File: src/rtl/fifo_word_packer_pkg.sv
`default_nettype none
// ---------------------------------------------------------------------------
// fifo_word_packer_pkg: sizing defaults, word-release kinds and clog2 helper.
// Rev 1.0
// ---------------------------------------------------------------------------
package fifo_word_packer_pkg;

  localparam int DSIZE_DEF  = 8;
  localparam int NBYTES_DEF = 4;

  typedef enum logic [1:0] {
    REL_NONE = 2'd0,
    REL_FULL = 2'd1,
    REL_PART = 2'd2
  } rel_e;

  function automatic int clog2(input int value);
    int r;
    r = 0;
    for (int i = 0; i < 31; i++) begin
      if ((1 << i) < value) r = i + 1;
    end
    return r;
  endfunction

endpackage
`default_nettype wire

File: src/rtl/fifo_word_packer_idle_timer.sv
`default_nettype none
// ---------------------------------------------------------------------------
// packer_idle_timer: counts idle cycles and pulses expire at TIMEOUT-1.
// Rev 1.0
// ---------------------------------------------------------------------------
module packer_idle_timer
  import fifo_word_packer_pkg::*;
#(
  parameter int TIMEOUT = 16
) (
  input  logic rclk,
  input  logic rrst_n,
  input  logic clr,
  input  logic en,
  output logic expire
);

  localparam int IW = (TIMEOUT > 1) ? clog2(TIMEOUT) : 1;

  logic [IW-1:0] idle_q, idle_d;
  logic          hit;

  generate
    if (TIMEOUT == 0) begin : g_disabled
      assign hit = 1'b0;
    end else begin : g_enabled
      assign hit = (idle_q == IW'(TIMEOUT - 1));
    end
  endgenerate

  // A clear in the same cycle wins: a pop or release makes the word non-idle.
  assign expire = en && !clr && hit;

  always_comb begin
    idle_d = idle_q;
    if (clr || expire) idle_d = '0;
    else if (en)       idle_d = idle_q + 1'b1;
  end

  always_ff @(posedge rclk or negedge rrst_n) begin
    if (!rrst_n) idle_q <= '0;
    else         idle_q <= idle_d;
  end

endmodule
`default_nettype wire

File: src/rtl/fifo_word_packer.sv
`default_nettype none
// ---------------------------------------------------------------------------
// fifo_word_packer: pops FIFO bytes and packs them into valid/ready words.
// Rev 1.0
// ---------------------------------------------------------------------------
module fifo_word_packer
  import fifo_word_packer_pkg::*;
#(
  parameter int DSIZE   = DSIZE_DEF,
  parameter int NBYTES  = NBYTES_DEF,
  parameter int TIMEOUT = 16
) (
  input  logic                    rclk,
  input  logic                    rrst_n,
  input  logic [DSIZE-1:0]        fifo_rdata,
  input  logic                    fifo_empty,
  output logic                    fifo_rinc,
  input  logic                    flush,
  output logic [DSIZE*NBYTES-1:0] out_data,
  output logic [NBYTES-1:0]       out_keep,
  output logic                    out_valid,
  input  logic                    out_ready
);

  localparam int                CW       = clog2(NBYTES + 1);
  localparam int                LW       = clog2(NBYTES);
  localparam logic [CW-1:0]     CNT_FULL = CW'(NBYTES);
  localparam logic [NBYTES-1:0] KEEP_ALL = {NBYTES{1'b1}};

  logic [NBYTES-1:0][DSIZE-1:0] acc_q, acc_d;
  logic [CW-1:0]                cnt_q, cnt_d;
  logic                         flush_pend_q, flush_pend_d;
  logic [DSIZE*NBYTES-1:0]      out_data_q, out_data_d;
  logic [NBYTES-1:0]            out_keep_q, out_keep_d;
  logic                         out_valid_q, out_valid_d;

  logic          out_free;
  logic          full_x;
  logic          part_x;
  logic          pop;
  logic          flush_set;
  logic          tmo_clr;
  logic          tmo_en;
  logic          tmo_expire;
  logic [LW-1:0] wr_lane;
  rel_e          rel;

  assign out_free = !out_valid_q || out_ready;
  assign full_x   = (cnt_q == CNT_FULL) && out_free;
  assign part_x   = flush_pend_q && (cnt_q != '0) && (cnt_q < CNT_FULL) && out_free;
  // Gated by reset so the FIFO never advances while the packer is held.
  assign pop      = rrst_n && !fifo_empty && (((cnt_q < CNT_FULL) && !part_x) || full_x);

  assign fifo_rinc = pop;
  assign out_data  = out_data_q;
  assign out_keep  = out_keep_q;
  assign out_valid = out_valid_q;

  always_comb begin
    rel = REL_NONE;
    if (full_x)      rel = REL_FULL;
    else if (part_x) rel = REL_PART;
  end

  assign wr_lane = (rel == REL_FULL) ? '0 : cnt_q[LW-1:0];

  assign tmo_clr = pop || (rel != REL_NONE);
  assign tmo_en  = (cnt_q != '0) && !pop && !flush_pend_q;

  packer_idle_timer #(
    .TIMEOUT (TIMEOUT)
  ) u_idle_timer (
    .rclk   (rclk),
    .rrst_n (rrst_n),
    .clr    (tmo_clr),
    .en     (tmo_en),
    .expire (tmo_expire)
  );

  // A request raised in the release cycle survives into the next partial word.
  assign flush_set = (flush && ((cnt_q != '0) || pop)) || tmo_expire;

  always_comb begin
    acc_d        = acc_q;
    cnt_d        = cnt_q;
    flush_pend_d = flush_pend_q;
    out_data_d   = out_data_q;
    out_keep_d   = out_keep_q;
    out_valid_d  = out_valid_q;

    case (rel)
      REL_FULL: begin
        out_data_d   = acc_q;
        out_keep_d   = KEEP_ALL;
        out_valid_d  = 1'b1;
        cnt_d        = pop ? CW'(1) : '0;
        flush_pend_d = flush_set;
      end
      REL_PART: begin
        for (int i = 0; i < NBYTES; i++) begin
          out_data_d[i*DSIZE +: DSIZE] = (CW'(i) < cnt_q) ? acc_q[i] : '0;
          out_keep_d[i]                = (CW'(i) < cnt_q);
        end
        out_valid_d  = 1'b1;
        cnt_d        = pop ? CW'(1) : '0;
        flush_pend_d = flush_set;
      end
      default: begin
        if (out_ready) out_valid_d = 1'b0;
        cnt_d        = cnt_q + CW'(pop);
        flush_pend_d = flush_pend_q || flush_set;
      end
    endcase

    if (pop) acc_d[wr_lane] = fifo_rdata;
  end

  always_ff @(posedge rclk or negedge rrst_n) begin
    if (!rrst_n) begin
      acc_q        <= '0;
      cnt_q        <= '0;
      flush_pend_q <= 1'b0;
      out_data_q   <= '0;
      out_keep_q   <= '0;
      out_valid_q  <= 1'b0;
    end else begin
      acc_q        <= acc_d;
      cnt_q        <= cnt_d;
      flush_pend_q <= flush_pend_d;
      out_data_q   <= out_data_d;
      out_keep_q   <= out_keep_d;
      out_valid_q  <= out_valid_d;
    end
  end

endmodule
`default_nettype wire

File: config.mk
export PLATFORM = sky130hd
export DESIGN_NAME = fifo_word_packer
export DESIGN_NICKNAME = d
export VERILOG_FILES = /design/src/rtl/fifo_word_packer_pkg.sv /design/src/rtl/fifo_word_packer_idle_timer.sv /design/src/rtl/fifo_word_packer.sv
export SDC_FILE = /design/constraint.sdc
export NUM_CORES = 1
export LEC_CHECK = 0
export CORE_AREA = 3 3 86 88
export DETAILED_ROUTE_END_ITERATION = 8
export DIE_AREA = 0 0 89 91
export PLACE_DENSITY = 0.74
export SLEW_MARGIN = 20
export SYNTH_ARGS = -nofsm -noshare
export SYNTH_HDL_FRONTEND = slang
export SYNTH_SLANG_ARGS = --single-unit
File: constraint.sdc
create_clock -name rclk -period 2.1 [get_ports rclk]
set_input_delay 0.42 -clock rclk [delete_from_list [all_inputs] [get_ports rclk]]
set_output_delay 0.42 -clock rclk [all_outputs]
set_load 0.02 [all_outputs]
==> Yosys cells after proc, flatten, opt, wreduce, memory -nomap -nowiden <==
Cells that the tools add are included.
{ "word_totals": {"output_inout_bits": 38, "regBits": 77, "in_bits": 13} }
{ "op_classes": {"reduce_logical": 32, "muxes": 19, "add_sub_neg": 2, "n_lt_le_gt_ge": 7, "n_eq_ne": 4} }
{ "op_table": {"columns": ["operator", "count"], "rows": [
  ["one-hot mux 32 bit (2 select lines)", 1],
  ["two-way mux 8 bit", 5],
  ["bitwise mux 32 bit", 1],
  ["demux 8 bit (select 2 bit)", 1],
  ["logical AND 1 bit", 13],
  ["two-way mux 4 bit", 2],
  ["one-hot mux 4 bit (2 select lines)", 1],
  ["nonzero test 2 bit", 4],
  ["logical OR 1 bit", 7],
  ["zero test 1 bit", 6],
  ["< comparator 1 x 3 -> 1 bit, first input constant", 2],
  ["< comparator 2 x 3 -> 1 bit, first input constant", 2],
  ["two-way mux 2 bit", 3],
  ["adder 4 x 1 -> 4 bit, second input constant", 1],
  ["== test 4 bit, second input constant", 1],
  ["two-way mux 1 bit", 4],
  ["adder 3 x 1 -> 3 bit", 1],
  ["== test 3 bit, second input constant", 1],
  ["< comparator 2 x 3 -> 1 bit, second input constant", 1],
  ["< comparator 3 bit, second input constant", 1],
  ["two-way mux 3 bit", 1],
  ["nonzero test 3 bit", 1],
  ["== test 2 x 1 -> 1 bit, second input constant", 1],
  ["== test 2 bit, second input constant", 1],
  ["other kinds (2)", 2]
]} }

==> Logic depth before layout (Yosys ltp) <==
Gate-level depths: netlist of the first run.
{ "logic_depth": {"ltp_word": 16, "depth_mapped": 10, "ltp_nobuf": 8} }

==> Modules after synthesis <==
From an unflattened synthesis of the first run, not the netlist that was laid out.
{ "hier_totals": {"hier_cells": 228, "hier_area_um2": 3116.7} }
{ "modules_own_cells": {"columns": ["module", "cells_per_inst", "instances", "area_each_um2"], "rows": [
  ["fifo_word_packer", 207, 1, 2912.8],
  ["packer_idle_timer", 21, 1, 203.9]
]} }

==> Worst setup path before layout of the first run <==
No wires, ideal clock.
{ "synth_path": {"path_type": "register -> register", "start": "register out_valid_q (netlist: out_valid)", "end": "register cnt_q[1]", "slack_ns": -0.283, "n_path_buf": 2, "path_stages_with_launch": 10, "arrival_ns": 2.264, "synth_period_minus_slack_ns": 2.383, "path_cell_list": "dfrtp_1 -> nor2b_1 -> buf_2 -> nor4b_2 -> clkbuf_1 -> o21a_1 -> nor2_1 -> ha_1 -> ha_1 -> and3_1"} }
{ "synth_between": {"elab_chain_cells": 9, "word_cells_on_any_way": 15, "cone_classes": "1 x add/sub; 2 x eq/ne; 3 x mux; 9 x reduce/logical"} }
{ "synth_lines": {"columns": ["item", "line_no", "text"], "rows": [
  ["start: declaration", "fifo_word_packer.sv:35", "logic out_valid_q, out_valid_d;"],
  ["start signal: assignment", "fifo_word_packer.sv:132", "out_valid_q <= out_valid_d;"],
  ["zero test 1 bit *", "fifo_word_packer.sv:48", "assign out_free = !out_valid_q || out_ready;"],
  ["logical OR 1 bit *", "fifo_word_packer.sv:48", null],
  ["logical AND 1 bit", "fifo_word_packer.sv:50", "assign part_x = flush_pend_q && (cnt_q != '0) && (cnt_q < CNT_FULL) && out_free;"],
  ["zero test 1 bit", "fifo_word_packer.sv:52", "assign pop = rrst_n && !fifo_empty && (((cnt_q < CNT_FULL) && !part_x) || full_x);"],
  ["logical AND 1 bit", "fifo_word_packer.sv:52", null],
  ["logical OR 1 bit *", "fifo_word_packer.sv:52", null],
  ["logical AND 1 bit *", "fifo_word_packer.sv:52", null],
  ["via fifo_rinc", "fifo_word_packer.sv:17", "output logic fifo_rinc,"],
  ["adder 3 x 1 -> 3 bit *", "fifo_word_packer.sv:110", "cnt_d = cnt_q + CW'(pop);"],
  ["two-way mux 3 bit *", null, null],
  ["via cnt_d[1]", "fifo_word_packer.sv:31", "logic [CW-1:0] cnt_q, cnt_d;"],
  ["end signal: assignment", "fifo_word_packer.sv:128", "cnt_q <= cnt_d;"],
  ["end: declaration", "fifo_word_packer.sv:31", null]
]} }
Mark *: on every way through the listed nets, which the timed path passes. The rest lies on a longest branch.
A chain may end at the register's enable or synchronous reset.

==> Final worst setup path of the first run <==
{ "layout_path": {"start": "input out_ready", "end": "output fifo_rinc"} }
{ "layout_between": {"elab_chain_cells": 6, "word_cells_on_any_way": 7, "cone_classes": "7 x reduce/logical"} }
{ "layout_lines": {"columns": ["item", "line_no", "text"], "rows": [
  ["start: declaration", "fifo_word_packer.sv:22", "input logic out_ready"],
  ["logical OR 1 bit *", "fifo_word_packer.sv:48", null],
  ["logical AND 1 bit", "fifo_word_packer.sv:50", null],
  ["zero test 1 bit", "fifo_word_packer.sv:52", null],
  ["logical AND 1 bit", "fifo_word_packer.sv:52", null],
  ["logical OR 1 bit *", "fifo_word_packer.sv:52", null],
  ["logical AND 1 bit *", "fifo_word_packer.sv:52", null],
  ["end: declaration", "fifo_word_packer.sv:17", null]
]} }
Mark *: on every way between the ends. The rest lies on a longest branch, timed or not.

==> results of run 1 <==
layer usage:
metal / share of wire / GRT usage / wire length, um
met1: 0.48 / 0.275 / 3250
met2: 0.46 / 0.258 / 3090
met3: 0.042 / 0.0563 / 283
met4: 0.017 / 0.0633 / 112
met5: 0 / 0 / 0
sequential cells by signal, indices dropped and copies added (netlist names):
register             cells
acc_q                   32
cnt_q                    3
flush_pend_q             1
out_data                32
out_keep                 4
out_valid                1
u_idle_timer.idle_q      4
cell type report:
class / instances / area [um2]
fill: 531 / 2540
sequential: 77 / 1930
multi-input combinational: 138 / 1210
timing repair buffer: 75 / 693
clock buffer: 9 / 124
clock inverter: 7 / 123
tap: 80 / 100
logic make-up (layout without fill, tap and decap cells):
family / Yosys count / after routing / share of synthesized area
flops: 77 / 77 / 0.609
simple gates: 49 / 49 / 0.0949
compound gates: 43 / 43 / 0.101
mux: 41 / 41 / 0.155
buf+inv: 12 / 91 / 0.0229
fa+ha+maj: 3 / 3 / 0.0119
xor+xnor: 2 / 2 / 0.00553
worst max path at each step:
| stage | from | to | slack (ns) | depth (start not counted) |
|---|---|---|---|---|
| after global routing | cnt_q[1]$_DFF_PN0_ | fifo_rinc | 0.008 | 5 |
| after global placement | out_ready | fifo_rinc | -0.38 | 6 |
| after CTS | out_ready | fifo_rinc | 0.06 | 6 |
| after floorplan | out_valid$_DFFE_PN0P_ | cnt_q[2]$_DFF_PN0_ | -0.004 | 10 |
| after detailed placement | out_ready | fifo_rinc | -0.43 | 6 |
| final | out_ready | fifo_rinc | 0.06 | 6 |
power by group through the flow:
stage / Clock, W / Sequential [W] / Combinational (W)
floorplan: 0 / 0.00249 / 0.00136
global route: 0.00146 / 0.00235 / 0.00268
CTS: 0.00138 / 0.00229 / 0.00252
global placement: 0 / 0.00230 / 0.00243
finish: 0.00135 / 0.00228 / 0.00248
detailed placement: 0 / 0.00231 / 0.00250
through the flow:
step	utilization	total power [W]	std cells	cell area, um2	hold slack, ns
2_1_floorplan	-	0.00386	227	3220	0.124
3_3_place_gp	0.585	0.00473	370	3930	0.461
3_5_place_dp	0.585	0.00480	370	3930	0.469
4_1_cts	0.622	0.00619	386	4180	0.0988
5_1_grt	0.622	0.00648	386	4180	0.106
6_report	0.622	0.00611	386	4180	0.102
placed cells by master, fill, tap and decap left out, types with 3 or more instances in the layout:
| cell | netlist | routed |
|---|---|---|
| sky130_fd_sc_hd__nand4b_2 | 3 | 3 |
| sky130_fd_sc_hd__clkbuf_8 | 0 | 9 |
| sky130_fd_sc_hd__nor2_1 | 4 | 3 |
| sky130_fd_sc_hd__dfrtp_1 | 77 | 76 |
| sky130_fd_sc_hd__or3_1 | 3 | 3 |
| sky130_fd_sc_hd__buf_4 | 2 | 25 |
| sky130_fd_sc_hd__o21ai_0 | 3 | 3 |
| sky130_fd_sc_hd__mux2_4 | 8 | 8 |
| sky130_fd_sc_hd__bufinv_16 | 0 | 3 |
| sky130_fd_sc_hd__mux2_2 | 32 | 32 |
| sky130_fd_sc_hd__a21o_1 | 3 | 3 |
| sky130_fd_sc_hd__a21oi_1 | 12 | 12 |
| sky130_fd_sc_hd__a22o_1 | 16 | 16 |
| sky130_fd_sc_hd__nand2_1 | 20 | 20 |
| sky130_fd_sc_hd__clkdlybuf4s50_1 | 0 | 48 |
==> flow_results.xml, run 1 <==
<?xml version="1.0" encoding="UTF-8"?>
<metrics>
  <group name="clock_tree">
    <metric name="clkSinkCount" unit="">77</metric>
    <metric name="cts-resized-gates" unit="">5</metric>
    <metric name="clock_tree.root_cell" unit="">sky130_fd_sc_hd__clkbuf_8</metric>
    <metric name="clk_pin_slew_worst_paths" unit="ns">0.08</metric>
    <metric name="cts_post_setup_buffers_inserted" unit="">0</metric>
    <metric name="cts.hold.buffers_added" unit="">0</metric>
    <metric name="cts-htree-levels" unit="">3</metric>
    <metric name="worst_skew_pair.late_latency" unit="ns">0.35</metric>
    <metric name="max_buffers_root_to_sink" unit="">2</metric>
    <metric name="cts_made_buffers" unit="">9</metric>
    <metric name="cts_tree" unit="">built</metric>
  </group>
  <group name="pwr">
    <metric name="power-per-cell-area" unit="nW/um2">1460</metric>
    <metric name="p_leak" unit="nW">1.90</metric>
    <metric name="switching_share" unit="">0.328</metric>
    <metric name="power.combinational.fraction" unit="">0.406</metric>
    <metric name="pwr-share-seq" unit="">0.373</metric>
    <metric name="internal_power" unit="W">0.00411</metric>
    <metric name="clkPwrFrac" unit="">0.220</metric>
    <metric name="net_switching_component_of_the_power" unit="W">0.00201</metric>
    <metric name="max-vdd-ir-drop" unit="uV">947</metric>
  </group>
  <group name="job">
    <metric name="max_cap_violations" unit="">0</metric>
  </group>
  <group name="floorplanning">
    <metric name="ioPinCount" unit="">51</metric>
    <metric name="die_w" unit="um">89</metric>
    <metric name="die_area" unit="um2">8100</metric>
    <metric name="die_h" unit="um">91</metric>
    <metric name="row_count" unit="">30</metric>
    <metric name="core_area" unit="um2">6720</metric>
    <metric name="floorplan.initialDensity" unit="">0.471</metric>
  </group>
  <group name="synthesis">
    <metric name="number_of_warnings_reported_in_the_yosys_synthesis_log" unit="">0</metric>
    <metric name="synth_cells" unit="">227</metric>
    <metric name="synth.yosys.seq_area_share" unit="">0.609</metric>
    <metric name="yosys-top-cells-area" unit="">sky130_fd_sc_hd__dfrtp_1 (61%), sky130_fd_sc_hd__mux2_2 (11%), sky130_fd_sc_hd__a22o_1 (4.4%)</metric>
    <metric name="syn_avg_cell_area" unit="um2">13.9</metric>
    <metric name="synth_common_cells" unit="">sky130_fd_sc_hd__dfrtp_1 (77), sky130_fd_sc_hd__mux2_2 (32), sky130_fd_sc_hd__nand2_1 (20)</metric>
    <metric name="async_reset_ff_frac" unit="">1.00</metric>
    <metric name="postSynthRegisterBits" unit="">77</metric>
    <metric name="synth_enable_flop_cells" unit="">0</metric>
    <metric name="post_synth_instance_area" unit="um2">3170</metric>
    <metric name="synth_top_flop_cell" unit="">sky130_fd_sc_hd__dfrtp_1</metric>
    <metric name="yosysUniqueCellTypes" unit="">39</metric>
    <metric name="synth_top_cell_area_share" unit="">0.609</metric>
    <metric name="synth_area_leader_cell" unit="">sky130_fd_sc_hd__dfrtp_1</metric>
    <metric name="yosys.cell_count.top_type" unit="">sky130_fd_sc_hd__dfrtp_1</metric>
    <metric name="syn-num-nets" unit="">243</metric>
  </group>
  <group name="place">
    <metric name="buffer_ports.inserted" unit="">50</metric>
    <metric name="dp_hpwl" unit="um">4510</metric>
    <metric name="place.gp.congestion" unit="">0.761</metric>
    <metric name="placement.setup.worst_slack" unit="ns">-0.427</metric>
  </group>
  <group name="outcome">
    <metric name="outcome" unit="">finished, final reports clean</metric>
  </group>
  <group name="timing">
    <metric name="final-hold-violation-count" unit="">0</metric>
    <metric name="fmax" unit="MHz">491</metric>
    <metric name="worst_slack" unit="ns">0.0631</metric>
    <metric name="unrepaired_setup_endpoints_after_global_routing" unit="">false</metric>
    <metric name="finClkSkew" unit="ns">0.00892</metric>
    <metric name="timing.slew.headroom" unit="">0.597</metric>
    <metric name="post-route-period-util" unit="">0.970</metric>
    <metric name="worst-slew-pin-transition" unit="ns">0.604</metric>
    <metric name="finalSetupViolCount" unit="">0</metric>
    <metric name="period_minus_slack" unit="ns">2.04</metric>
    <metric name="finalSetupTns" unit="ns">0</metric>
    <metric name="final-max-slew-violation-count" unit="">0</metric>
  </group>
  <group name="drt">
    <metric name="antenna_violating_nets_left" unit="">0</metric>
    <metric name="drc" unit="">0</metric>
    <metric name="routed-via-count" unit="">2069</metric>
    <metric name="drt-wirelength-per-cell" unit="um">17.5</metric>
    <metric name="drtPass1Iterations" unit="">4</metric>
    <metric name="drt-initial-drc-count" unit="">118</metric>
    <metric name="wirelength" unit="um">6740</metric>
    <metric name="post_drt_via_cell_ratio" unit="">5.36</metric>
  </group>
  <group name="setup_path">
    <metric name="setup.worst_path.class" unit="">in -&gt; out</metric>
    <metric name="cp_cell_sequence" unit="">clkdlybuf4s50_1, nor2b_2, nor4b_4, o21a_1, nor2_4, buf_2</metric>
    <metric name="r2r_slack" unit="ns">0.15</metric>
    <metric name="crit_path_end_kind" unit="">output pin</metric>
    <metric name="crit_arrival" unit="ns">1.62</metric>
    <metric name="setup.worst_path.start_class" unit="">input port</metric>
    <metric name="path_max_fanout" unit="">2</metric>
    <metric name="timing.rr.start" unit="">cnt_q[2]$_DFF_PN0_</metric>
    <metric name="path_buf_inv" unit="">2</metric>
    <metric name="critPathMaxStageDelay" unit="ns">0.49</metric>
    <metric name="timing.rr.end" unit="">out_data[4]$_DFFE_PN0P_</metric>
    <metric name="crit_required" unit="ns">1.68</metric>
    <metric name="critical_path.top_delay_family" unit="">buffers and inverters</metric>
    <metric name="r2r_cells" unit="">6</metric>
    <metric name="critical-path-slowest-cell" unit="">sky130_fd_sc_hd__clkdlybuf4s50_1</metric>
  </group>
  <group name="finish">
    <metric name="final_layout_size_suffix_gt1_frac" unit="">0.320</metric>
    <metric name="num-nets-final" unit="">317</metric>
    <metric name="areaGrowthSynthToFinish" unit="%">32.0</metric>
    <metric name="antennaDiodeCount" unit="">0</metric>
  </group>
  <group name="grt">
    <metric name="antenna_found_initial" unit="">0</metric>
    <metric name="grt_usage" unit="">0.185</metric>
    <metric name="wire_length_of_the_first_global_routing_pass" unit="um">11300</metric>
    <metric name="number_of_global_route_vias_before_repair" unit="">2174</metric>
    <metric name="grt.overflow.total" unit="">0</metric>
    <metric name="grt_start_max_net_pins" unit="">50</metric>
  </group>
  <group name="min_path">
    <metric name="hold_class" unit="">in -&gt; async</metric>
  </group>
</metrics>
Note: power is estimated with default switching activity, not from simulation.
==> run 2, diff against run 1 <==
--- a/config.mk
+++ b/config.mk
@@ -5,6 +5,7 @@
 export SDC_FILE = /design/constraint.sdc
 export NUM_CORES = 1
 export LEC_CHECK = 0
+export CAP_MARGIN = 5
 export CORE_AREA = 3 3 86 88
 export DETAILED_ROUTE_END_ITERATION = 8
 export DIE_AREA = 0 0 89 91
==> results of run 2 <==
Same layout as run 1: the final DEF is identical, and so are final timing and power.
